### src/rtl/cnn_dot_seq_pkg.sv
// Shared definitions for the sequential dot-product engine.
// Holds the controller state encoding, the default length/accumulator
// widths, and the fixed operand widths of the 8x14 signed multiply.
package cnn_dot_seq_pkg;

  localparam int LEN_W_DEF = 8;
  localparam int ACC_W_DEF = 32;

  // activation, weight and full-precision product widths
  localparam int A_W = 8;
  localparam int W_W = 14;
  localparam int P_W = 22;

  typedef enum logic [2:0] {
    S_IDLE   = 3'd0,
    S_RUN    = 3'd1,
    S_DRAIN1 = 3'd2,
    S_DRAIN2 = 3'd3,
    S_DONE   = 3'd4
  } state_t;

endpackage

### src/rtl/cnn_dot_seq_mul.sv
// Purely combinational signed 8x14 -> 22 multiplier.  Kept as its own
// module so it maps onto a single DSP slice.
// Ports:
//   a : signed activation operand (A_W bits)
//   w : signed weight operand (W_W bits)
//   p : signed full-precision product (P_W bits)
module cnn_dot_seq_mul
  import cnn_dot_seq_pkg::*;
(
  input  logic signed [A_W-1:0] a,
  input  logic signed [W_W-1:0] w,
  output logic signed [P_W-1:0] p
);

  logic signed [P_W-1:0] a_x;
  logic signed [P_W-1:0] w_x;

  // sign-extend both operands to the product width before multiplying
  assign a_x = P_W'(a);
  assign w_x = P_W'(w);
  assign p   = a_x * w_x;

endmodule

### src/rtl/cnn_dot_seq.sv
// Sequential signed dot product of two vectors held in external
// single-port memories with one-cycle read latency.  One element pair is
// issued per cycle; products pass through a registered multiply stage and
// then into the accumulator, so two drain cycles follow the last issue.
// Ports:
//   ap_clk, ap_rst          : clock, async active-high reset
//   ap_start                : start request, sampled in IDLE only
//   ap_done, ap_ready       : one-cycle pulse when ap_return is valid
//   ap_idle                 : high in IDLE
//   len                     : element count, latched at start
//   a_address0/a_ce0/a_q0   : activation memory port (8-bit signed data)
//   w_address0/w_ce0/w_q0   : weight memory port (14-bit signed data)
//   ap_return               : signed result, held until the next DONE
//
// state  | meaning
// IDLE   | waiting for ap_start
// RUN    | issuing one address pair per cycle
// DRAIN1 | last read data reaches the multiplier register
// DRAIN2 | last product reaches the accumulator
// DONE   | result valid, done/ready pulse
module cnn_dot_seq
  import cnn_dot_seq_pkg::*;
#(
  parameter int LEN_W = LEN_W_DEF,
  parameter int ACC_W = ACC_W_DEF
) (
  input  logic                    ap_clk,
  input  logic                    ap_rst,
  input  logic                    ap_start,
  output logic                    ap_done,
  output logic                    ap_idle,
  output logic                    ap_ready,
  input  logic [LEN_W-1:0]        len,
  output logic [LEN_W-1:0]        a_address0,
  output logic                    a_ce0,
  input  logic signed [A_W-1:0]   a_q0,
  output logic [LEN_W-1:0]        w_address0,
  output logic                    w_ce0,
  input  logic signed [W_W-1:0]   w_q0,
  output logic signed [ACC_W-1:0] ap_return
);

  state_t                  state_q, state_d;
  logic [LEN_W-1:0]        len_q;
  logic [LEN_W-1:0]        cnt_q;
  logic                    ce;
  logic                    rd_v_q;
  logic                    prod_v_q;
  logic signed [P_W-1:0]   prod_q;
  logic signed [P_W-1:0]   mul_p;
  logic signed [ACC_W-1:0] acc_q, acc_d;
  logic signed [ACC_W-1:0] ret_q;
  logic                    start_ok;

  assign start_ok = (state_q == S_IDLE) && ap_start;

  cnn_dot_seq_mul u_mul (
    .a (a_q0),
    .w (w_q0),
    .p (mul_p)
  );

  always_ff @(posedge ap_clk or posedge ap_rst) begin
    if (ap_rst) begin
      state_q <= S_IDLE;
    end else begin
      state_q <= state_d;
    end
  end

  always_comb begin
    state_d = state_q;
    ap_idle = 1'b0;
    ap_done = 1'b0;
    ce      = 1'b0;
    case (state_q)
      S_IDLE: begin
        ap_idle = 1'b1;
        if (ap_start) begin
          state_d = (len == '0) ? S_DONE : S_RUN;
        end
      end
      S_RUN: begin
        ce = 1'b1;
        if (cnt_q == len_q - LEN_W'(1)) begin
          state_d = S_DRAIN1;
        end
      end
      S_DRAIN1: state_d = S_DRAIN2;
      S_DRAIN2: state_d = S_DONE;
      S_DONE: begin
        ap_done = 1'b1;
        state_d = S_IDLE;
      end
      default: state_d = S_IDLE;
    endcase
  end

  assign ap_ready   = ap_done;
  assign a_ce0      = ce;
  assign w_ce0      = ce;
  assign a_address0 = cnt_q;
  assign w_address0 = cnt_q;
  assign ap_return  = ret_q;

  always_comb begin
    acc_d = acc_q;
    if (start_ok) begin
      acc_d = '0;
    end else if (prod_v_q) begin
      acc_d = acc_q + ACC_W'(prod_q);
    end
  end

  always_ff @(posedge ap_clk or posedge ap_rst) begin
    if (ap_rst) begin
      len_q    <= '0;
      cnt_q    <= '0;
      rd_v_q   <= 1'b0;
      prod_v_q <= 1'b0;
      prod_q   <= '0;
      acc_q    <= '0;
      ret_q    <= '0;
    end else begin
      if (start_ok) begin
        len_q <= len;
        cnt_q <= '0;
      end else if (state_q == S_RUN) begin
        cnt_q <= cnt_q + LEN_W'(1);
      end
      // rd_v_q marks the cycle in which memory data from an issue is valid
      rd_v_q   <= ce;
      prod_v_q <= rd_v_q;
      if (rd_v_q) begin
        prod_q <= mul_p;
      end
      acc_q <= acc_d;
      // load the result on entry to DONE so it is valid during the pulse;
      // acc_d already includes the final product folded in on this edge
      if (state_d == S_DONE) begin
        ret_q <= acc_d;
      end
    end
  end

endmodule
### config.mk
export PLATFORM = sky130hd
export DESIGN_NAME = cnn_dot_seq
export DESIGN_NICKNAME = d
export VERILOG_FILES = /design/src/rtl/cnn_dot_seq_pkg.sv /design/src/rtl/cnn_dot_seq_mul.sv /design/src/rtl/cnn_dot_seq.sv
export SDC_FILE = /design/constraint.sdc
export NUM_CORES = 1
export LEC_CHECK = 0
export ABC_CLOCK_PERIOD_IN_PS = 6050
export BUFFER_PORTS_ARGS = -buffer_cell sky130_fd_sc_hd__buf_2
export CORE_UTILIZATION = 42
export CTS_CLUSTER_DIAMETER = 120
export DETAILED_ROUTE_END_ITERATION = 10
export GPL_TIMING_DRIVEN = 0
export PLACE_DENSITY = 0.62
export SLEW_MARGIN = 20
export SYNTH_ARGS = -nofsm -noshare
export SYNTH_HDL_FRONTEND = slang
export SYNTH_SLANG_ARGS = --single-unit
export TNS_END_PERCENT = 10
### constraint.sdc
create_clock -name ap_clk -period 6.05 [get_ports ap_clk]
set_input_delay 0.9075 -clock ap_clk [delete_from_list [all_inputs] [get_ports ap_clk]]
set_output_delay 0.9075 -clock ap_clk [all_outputs]
set_load 0.02 [all_outputs]
==> results of run 1 <==
==> cell usage after synthesis, drive strengths merged (2+ instances only) <==
cell type,number,area [µm²]
a21o,20,150
a21oi,46,245
or3,2,12.5
o22ai,4,25.0
a211oi,5,42.5
nand3,13,65.1
nand2,141,529
and3,3,18.8
o311ai,3,26.3
and2,76,475
xnor2,44,385
nand4,9,56.3
nor4,4,25.0
a31oi,5,37.5
nor2,76,285
dfrtp,107,2680
buf,14,90.1
nor2b,8,50.1
clkbuf,31,116
o31a,3,26.3
o21bai,2,15.0
o21ai,42,214
xor2,20,175
ha,74,926
a2111oi,3,38.8
o21a,9,67.6
fa,92,1840
inv,147,552
mux2i,21,210
a311o,2,20.0
o2111a,2,22.5
nand3b,4,30.0
nand2b,9,56.3
mux2,24,274
o31ai,14,105
or2,2,12.5
nor3,12,60.1
==> per-layer routing <==
layer / global-route usage (%) / wire length, µm / up-vias / part of all wire, %
li1: - / - / 3813 / -
met1: 28.3 / 10900 / 3836 / 47
met2: 33.7 / 10900 / 157 / 47
met3: 2.92 / 959 / 31 / 4.1
met4: 5.55 / 471 / 0 / 2.0
met5: 0 / 0 / - / 0
==> worst paths after layout <==
path,startpoint,to,slack (ns),cells past startpoint
max,a_q0[2],prod_q[19],0.32,20
min,rd_v_q,prod_v_q,0.38,0
max reg2reg,prod_q[0],ap_return[30],2.71,12
min reg2reg,rd_v_q,prod_v_q,0.38,0
max in group asynchronous,ap_rst,ap_return[16],4.80,3
min in group asynchronous,ap_rst,len_q[2],0.57,2
==> power by group <==
group          internal (mW)  leakage [nW]  switching (mW)  total (mW)
clock network          0.328         0.151           0.289       0.617
registers               1.09          1.26           0.263        1.36
logic                   2.12          4.17            2.84        4.96
total                   3.55          5.58            3.39        6.94
==> what timing repair did <==
| action | in CTS | in global routing |
|---|---|---|
| endpoints found under the setup margin | 0 | 4 |
| hold endpoints to repair | 0 | 0 |
| gates resized for setup | 0 | 1 |
==> logic make-up (layout without fill, tap and decap cells) <==
group / Yosys count / after routing / synth area share [%]
XOR/XNOR: 64 / 64 / 5.54
adder cells (fa/ha/maj): 166 / 166 / 27.4
AO/OA/AOI/OAI: 175 / 175 / 11.7
AND/OR/NAND/NOR: 360 / 360 / 16.7
buffers and inverters: 192 / 291 / 7.50
flip-flops: 107 / 107 / 26.5
multiplexers: 45 / 45 / 4.79
==> worst max-delay path, cell delays in order <==
cell	delay, ns
buf_2	0.12
clkbuf_1	0.42
nand2_1	0.14
fa_1	0.41
fa_1	0.54
inv_1	0.04
ha_1	0.27
inv_1	0.05
fa_1	0.60
inv_1	0.06
ha_1	0.28
a21o_1	0.16
a21o_1	0.22
a2111oi_2	0.50
o41ai_2	0.19
a21o_1	0.22
a41oi_1	0.29
nand2b_1	0.11
xor2_1	0.17
mux2_2	0.27
==> sequential cells by signal, summed over array words and instances (netlist names) <==
name,count
acc_q,32
ap_return,32
prod_q,22
a_address0,8
len_q,8
state_q,3
prod_v_q,1
rd_v_q,1
==> cell type report <==
class	instances	area [µm²]
plain buffers	42	195
clock buffers	9	225
clock inverters	7	82.6
fillers	2323	12300
inverters	147	557
multi-input cells	810	6690
flip-flops and latches	107	2680
well taps	319	399
repair buffers	86	453
==> impl_metrics.tcl, run 1 <==
set metrics [dict create \
    outcome "finished, final reports clean" \
    io_buffer_count 85 \
    p_leak_nw 5.58 \
    min_path_type "reg2reg" \
    final_util_pct 47.9 \
    clock_path_buffers 2 \
    area_growth_pct 11.5 \
    crit_path_end_kind "flip-flop" \
    synthArstFlopShare_pct 100 \
    hold_slack_ns 0.377 \
    nets 1402 \
    grt_pass1_wl_mm 39.6 \
    drt_iter0_markers 483 \
    clk_latency_ns 0.36 \
    final_cells 1527 \
    cts_max_level 3 \
    setup_slack_ns 0.318 \
    synth_area_per_cell_um2 9.12 \
    drv_cap 0 \
    relSlewSlack_pct 40.8 \
    die_w_um 157 \
    layout_commonest_cell "inv_1" \
    final_area_um2 11300 \
    min_period_over_period_pct 94.7 \
    dp_hpwl_mm 18.6 \
    dpl_cell_area_um2 11000 \
    crit_fanout 10 \
    synthFlopType "dfrtp_1" \
    powerDensity_nw_per_um2 615 \
    skew_ns 0.0107 \
    arrival_ns 5.97 \
    fin_tns_setup_ns 0 \
    ys_seq_area_share_pct 26.5 \
    synthDistinctLibCells 62 \
    vias 7837 \
    synthCells 1109 \
    startpoint_type "input pin" \
    yosys_register_bits 107 \
    synth_edf_count 0 \
    pre_cts_slack_ns -0.167 \
    clk_pin_slew_ns 0.08 \
    routed_wl_mm 23.2 \
    max-vdd-ir-drop_mv 0.298 \
    cts_made_buffers 9 \
    grt_pass1_vias 7936 \
    tightest_slew_ns 0.865 \
    ant_nets 0 \
    grt_max_degree 60 \
    final_cell_mix "146 x inv_1, 141 x nand2_1, 107 x dfrtp_1, 92 x fa_1, 85 x buf_2" \
    cts_tree "built" \
    min_period_ns 5.73 \
    die_h_um 157 \
    overflow 0 \
    yosys_warnings 0 \
    fmax_mhz 174 \
    finalHoldViolations 0 \
    diodes 0 \
    grt_use_total_pct 20.5 \
    syn_area_um2 10100 \
    drv_slew 0 \
    rsz0062_at_grt "no" \
    firstDrtPassIters 4 \
    clkSinkCount 107 \
    vias_per_cell 5.13 \
    route.detailed.drc 0 \
    ctsHoldBuffers 0 \
    cts_setup_buffers 0 \
    post-place-cells 1514 \
    core_um2 23500 \
    required_ns 6.29 \
    synth_nets 1308 \
    setup_viol 0 \
    report.power.total_mw 6.94 \
    start_util_pct 43.0 \
    drive_gt1_share_pct 12.4 \
    cts_root_buffer "clkbuf_16" \
    num_rows 56 \
    critPathKind "in2reg" \
    place.gp.congestion 0.864 \
    die-area_um2 24700 \
    antenna_found_initial 0 \
    wl_per_cell_um 15.2 \
    ioPinCount 86 \
]
No activity file was read; power rests on OpenSTA's default activity.
==> run 2, diff against run 1 <==
--- a/config.mk
+++ b/config.mk
@@ -15,5 +15,6 @@
 export SLEW_MARGIN = 20
 export SYNTH_ARGS = -nofsm -noshare
 export SYNTH_HDL_FRONTEND = slang
+export SYNTH_HIERARCHICAL = 1
 export SYNTH_SLANG_ARGS = --single-unit
 export TNS_END_PERCENT = 10
==> impl_metrics.tcl, run 2 <==
set metrics [dict create \
    arrival_ns 5.71 \
    crit_path_end_kind "flip-flop" \
    final_cell_mix "134 x inv_1, 107 x dfrtp_1, 92 x fa_1, 90 x buf_2, 78 x nor2_1" \
    crit_fanout 10 \
    ctsHoldBuffers 0 \
    worst-path-buf-inv 5 \
    firstDrtPassIters 5 \
    startpoint_type "input pin" \
    clk_latency_ns 0.35 \
    min_path_type "in2async" \
    rrSetupSlack_ns 3.01 \
    p_leak_nw 5.32 \
    cts_tree "built" \
    relSlewSlack_pct 36.3 \
    hold_slack_ns 0.502 \
    powerDensity_nw_per_um2 625 \
    drv_cap 0 \
    drt_iter0_markers 404 \
    synth_edf_count 0 \
    regToRegEndpoint "ap_return[31]" \
    critPathKind "in2reg" \
    skew_ns 0.0137 \
    max-vdd-ir-drop_mv 0.268 \
    clock_path_buffers 2 \
    place.gp.congestion 0.889 \
    diodes 0 \
    core_um2 23500 \
    min_period_over_period_pct 90.4 \
    start_util_pct 43.0 \
    cts_root_buffer "clkbuf_16" \
    layout_commonest_cell "inv_1" \
    cts_made_buffers 9 \
    drv_slew 0 \
    synth_area_per_cell_um2 9.67 \
    fin_tns_setup_ns 0 \
    cts_setup_buffers 0 \
    required_ns 6.29 \
    route.detailed.drc 0 \
    synthCells 1048 \
    dp_hpwl_mm 17.3 \
    ant_nets 0 \
    grt_max_degree 81 \
    clkSinkCount 107 \
    synthDistinctLibCells 66 \
    vias_per_cell 5.12 \
    area_growth_pct 11.3 \
    vias 7526 \
    ys_seq_area_share_pct 26.4 \
    reg2reg_from "prod_q[21]" \
    die_w_um 157 \
    yosys_warnings 6 \
    rsz0062_at_grt "no" \
    report.power.total_mw 7.05 \
    cts_resized 0 \
    yosysTopAreaCell "dfrtp_1" \
    antenna_found_initial 0 \
    io_buffer_count 85 \
    tightest_slew_ns 0.956 \
    setup_viol 0 \
    grt_use_total_pct 18.9 \
    syn_area_um2 10100 \
    critPathSlowestCell "fa_1" \
    nets 1344 \
    critPathMaxStageDelay_ns 0.55 \
    synth_nets 1247 \
    synth_top_area_share_pct 26.4 \
    outcome "finished, final reports clean" \
    wl_per_cell_um 14.7 \
    die-area_um2 24700 \
    final_area_um2 11300 \
    dpl_cell_area_um2 11000 \
    num_rows 56 \
    synth_most_common_cell "inv_1" \
    yosys_register_bits 107 \
    synthArstFlopShare_pct 100 \
    cp_common_cell "fa_1" \
    overflow 0 \
    min_period_ns 5.47 \
    yosys-top-cells-count "135 x inv_1, 107 x dfrtp_1, 92 x fa_1" \
    synthTopCellsByArea "dfrtp_1 26%, fa_1 18%, ha_1 9.1%" \
    grt_pass1_wl_mm 37.0 \
    die_h_um 157 \
    synthFlopType "dfrtp_1" \
    routed_wl_mm 21.7 \
    finalHoldViolations 0 \
    cp_cell_sequence "buf_2 > inv_1 > clkbuf_1 > nor2_1 > fa_1 > fa_1 > fa_1 > inv_1 > fa_1 > inv_1 > ha_1 > nor3_2 > nor3_1 > o21ai_1 > a21oi_2 > a311oi_2 > xnor2_1 > mux2_2" \
    path_delay_family "adder cells" \
    ioPinCount 86 \
    fmax_mhz 183 \
    drive_gt1_share_pct 17.0 \
    clk_pin_slew_ns 0.08 \
    grt_pass1_vias 7670 \
    cts_max_level 3 \
    r2r_cells 11 \
]
[run 2: changes by cell type in the layout (fill, tap and decap cells not counted), sizes merged, moves of 8 or more]
cell   change
a21o       -8
a21oi     +16
inv       -13
mux2      +24
nand2     -73
o31ai     -10
[run 2: worst max path at each step]
stage            start          to  slack [ns]  depth (start not counted)
3_5_place_dp   a_q0[7]  prod_q[20]        0.26                         18
6_report       a_q0[7]  prod_q[20]        0.58                         18
3_3_place_gp   a_q0[7]  prod_q[20]        0.28                         18
5_1_grt        a_q0[7]  prod_q[20]        0.27                         18
2_1_floorplan  a_q0[7]  prod_q[20]        0.90                         17
4_1_cts        a_q0[7]  prod_q[20]        0.62                         18
[run 2: metal layers]
metal / share of wire (%) / GRT usage (%)
met1: 47 / 25.8
met2: 48 / 31.7
met3: 4.6 / 3.41
met4: 0.87 / 2.91
met5: 0 / 0
[run 2: cells by family (layout without fill, tap and decap cells)]
family / after synthesis / in the layout / synth area share, %
multiplexers: 65 / 65 / 7.09
AND/OR/NAND/NOR: 283 / 283 / 14.1
adder cells (fa/ha/maj): 166 / 166 / 27.3
AO/OA/AOI/OAI: 187 / 187 / 12.6
buffers and inverters: 177 / 279 / 6.99
XOR/XNOR: 63 / 63 / 5.45
flip-flops: 107 / 107 / 26.4
[run 2: where the power goes]
part           switching, mW  internal, mW  total (mW)
Clock                  0.285         0.297       0.582
Sequential             0.260          1.10        1.36
Combinational           2.87          2.23        5.10
[run 2: stage by stage]
step / instances / utilization, % / worst slack, ns
2_1_floorplan: 1048 / - / 0.902
3_3_place_gp: 1452 / 46.5 / 0.281
3_5_place_dp: 1453 / 46.7 / 0.264
4_1_cts: 1469 / 47.9 / 0.620
5_1_grt: 1469 / 47.9 / 0.269
6_report: 1469 / 47.9 / 0.583
[run 2: area by class of cell]
type                       count  area [µm²]
sequential                   107        2680
clock inverter                 5        45.0
buffer                        41         198
inverter                     136         515
fill                        2311       12300
tap                          319         399
clock buffer                  11         243
multi-input combinational    764        6750
timing repair buffer          86         453
==> run 3, diff against run 2 <==
--- a/config.mk
+++ b/config.mk
@@ -5,6 +5,7 @@
 export SDC_FILE = /design/constraint.sdc
 export NUM_CORES = 1
 export LEC_CHECK = 0
+export ABC_AREA = 1
 export ABC_CLOCK_PERIOD_IN_PS = 6050
 export BUFFER_PORTS_ARGS = -buffer_cell sky130_fd_sc_hd__buf_2
 export CORE_UTILIZATION = 42
==> impl_metrics.tcl, run 3 <==
set metrics [dict create \
    finalHoldViolations 0 \
    rsz0062_at_grt "no" \
    critPathKind "in2reg" \
    syn_area_um2 11100 \
    synth_area_per_cell_um2 7.24 \
    powerDensity_nw_per_um2 588 \
    synth_nets 1726 \
    cts_max_level 3 \
    synth_edf_count 0 \
    min_period_over_period_pct 88.0 \
    synthXorXnorAreaFrac_pct 2.90 \
    place.gp.congestion 0.925 \
    tightest_slew_ns 0.834 \
    dp_hpwl_mm 22.0 \
    setup_slack_ns 0.727 \
    ctsHoldBuffers 0 \
    vias_per_cell 4.86 \
    drv_cap 0 \
    clock_path_buffers 2 \
    clk_pin_slew_ns 0.08 \
    drive_gt1_share_pct 9.35 \
    regArea_um2 2680 \
    synth_top_area_share_pct 24.2 \
    clk_latency_ns 0.35 \
    wl_per_cell_um 13.7 \
    fill_cells 2608 \
    required_ns 6.28 \
    max-vdd-ir-drop_mv 0.212 \
    start_util_pct 42.6 \
    synthArstFlopShare_pct 100 \
    relSlewSlack_pct 44.4 \
    critPathMaxStageDelay_ns 0.56 \
    drt_iter0_markers 580 \
    synth_top_family_by_area "adder cells" \
    ant_nets 0 \
    ioPinCount 86 \
    critPathSlowestCell "fa_1" \
    yosys_warnings 6 \
    fin_tns_setup_ns 0 \
    pre_cts_slack_ns 0.395 \
    ys_seq_area_share_pct 24.2 \
    crit_fanout 10 \
    setup_viol 0 \
    yosysTopAreaCell "dfrtp_1" \
    vias 9482 \
    outcome "finished, final reports clean" \
    routed_wl_mm 26.7 \
    synth-adder-area-share_pct 25.0 \
    grt_max_degree 69 \
    synth_most_common_cell "nand2_1" \
    skew_ns 0.0142 \
    cts_resized 0 \
    final_util_pct 47.0 \
    overflow 0 \
    cts_root_buffer "clkbuf_16" \
    p_leak_nw 7.13 \
    multi_input_area_um2 6770 \
    firstDrtPassIters 8 \
    yosys.area_share.simple_pct 23.3 \
    cts_tree "built" \
    synthCells 1527 \
    min_period_ns 5.32 \
    area_growth_pct 10.2 \
    arrival_ns 5.55 \
    synthMuxAreaShare_pct 2.14 \
    crit_path_end_kind "flip-flop" \
    diodes 0 \
    die-area_um2 27000 \
    core_um2 25900 \
    cp_cell_sequence "buf_2 > inv_1 > buf_1 > nor2_1 > fa_1 > fa_1 > fa_1 > inv_1 > fa_1 > inv_1 > ha_1 > a21oi_1 > nor2_1 > nor2_1 > nand2_1 > nand3_1 > nand2_1 > nand2_1 > nand2_1 > mux2_2" \
    yosys_register_bits 107 \
    antenna_found_initial 0 \
    startpoint_type "input pin" \
    synthDistinctLibCells 42 \
    grt_pass1_vias 9434 \
    yosys-top-cells-count "415 x nand2_1, 357 x inv_1, 107 x dfrtp_1" \
    nets 1809 \
    final_cell_mix "415 x nand2_1, 356 x inv_1, 107 x dfrtp_1, 92 x fa_1, 81 x nor2_1" \
    synthTopCellsByArea "dfrtp_1 24%, fa_1 17%, nand2_1 14%" \
    grt_use_total_pct 21.4 \
    die_w_um 164 \
    min_path_type "reg2reg" \
    worst-path-buf-inv 5 \
    synthFlopType "dfrtp_1" \
    num_rows 59 \
    layout_commonest_cell "nand2_1" \
    io_buffer_count 71 \
    cts_setup_buffers 0 \
    hold_slack_ns 0.465 \
    path_delay_family "adder cells" \
    fmax_mhz 188 \
    cts_made_buffers 9 \
    grt_pass1_wl_mm 45.6 \
    dpl_cell_area_um2 11900 \
    clkSinkCount 107 \
    drv_slew 0 \
    route.detailed.drc 0 \
    die_h_um 164 \
    final_area_um2 12200 \
    synth_compound_area_share_pct 7.90 \
]
==> run 3: changes by cell type in the layout (fill, tap and decap cells not counted), moves of 9 or more <==
cell      before  now
o22ai_1       10    0
o21ai_0       30   76
inv_1        134  356
nand2_1       68  415
xnor2_1       41    9
nand2b_1       9    0
mux2_2        46   21
mux2i_1       17    0
buf_2         90   73
a21o_1        12    2
nand3_1       11   77
and2_1        74    3
==> run 3: path summary, 6_finish.rpt <==
kind	from	to	slack, ns	cells past startpoint
max in group asynchronous	ap_rst	acc_q[22]	4.84	3
setup reg to reg	acc_q[0]	ap_return[16]	3.54	15
min in group asynchronous	ap_rst	ap_return[1]	0.54	2
setup / recovery	a_q0[7]	prod_q[19]	0.73	20
hold / removal	ap_return[2]	ap_return[2]	0.47	2
hold reg to reg	ap_return[2]	ap_return[2]	0.47	2
==> run 3: power by group <==
| part | internal [mW] | total [mW] | switching (mW) | leakage [nW] |
|---|---|---|---|---|
| clock | 0.332 | 0.633 | 0.301 | 0.151 |
| combinational | 1.93 | 5.23 | 3.30 | 5.64 |
| sequential | 1.06 | 1.30 | 0.239 | 1.33 |
==> run 3: cell type report <==
type	instances	share of cell area [%]
flip-flops and latches	107	22.0
clock inverters	7	0.750
inverters	361	11.2
clock buffers	9	1.85
plain buffers	52	2.03
repair buffers	72	3.14
well taps	335	3.44
multi-input cells	1007	55.6
==> run 3: kinds of logic after synthesis <==
group,after synthesis
AO/OA/AOI/OAI,162
AND/OR/NAND/NOR,623
flip-flops,107
multiplexers,21
adder cells (fa/ha/maj),166
buffers and inverters,413
XOR/XNOR,35
==> run 3: per-layer routing <==
metal | track usage, % | part of all wire, %
met1 | 29.0 | 47
met2 | 36.7 | 47
met3 | 2.80 | 4.8
met4 | 3.37 | 0.98
met5 | 0 | 0
==> run 3: tightest hold or removal path: cells and delay by family (launching register included) <==
| family | cells | cell delay, ns |
|---|---|---|
| DFF | 1 | 0.34 |
| and+or+nand+nor | 2 | 0.09 |
==> run 3: stage by stage <==
stage	std cells	power (mW)
6_report	1950	7.16
5_1_grt	1950	8.08
4_1_cts	1950	7.20
3_5_place_dp	1934	6.54
3_3_place_gp	1933	6.45
2_1_floorplan	1527	5.27
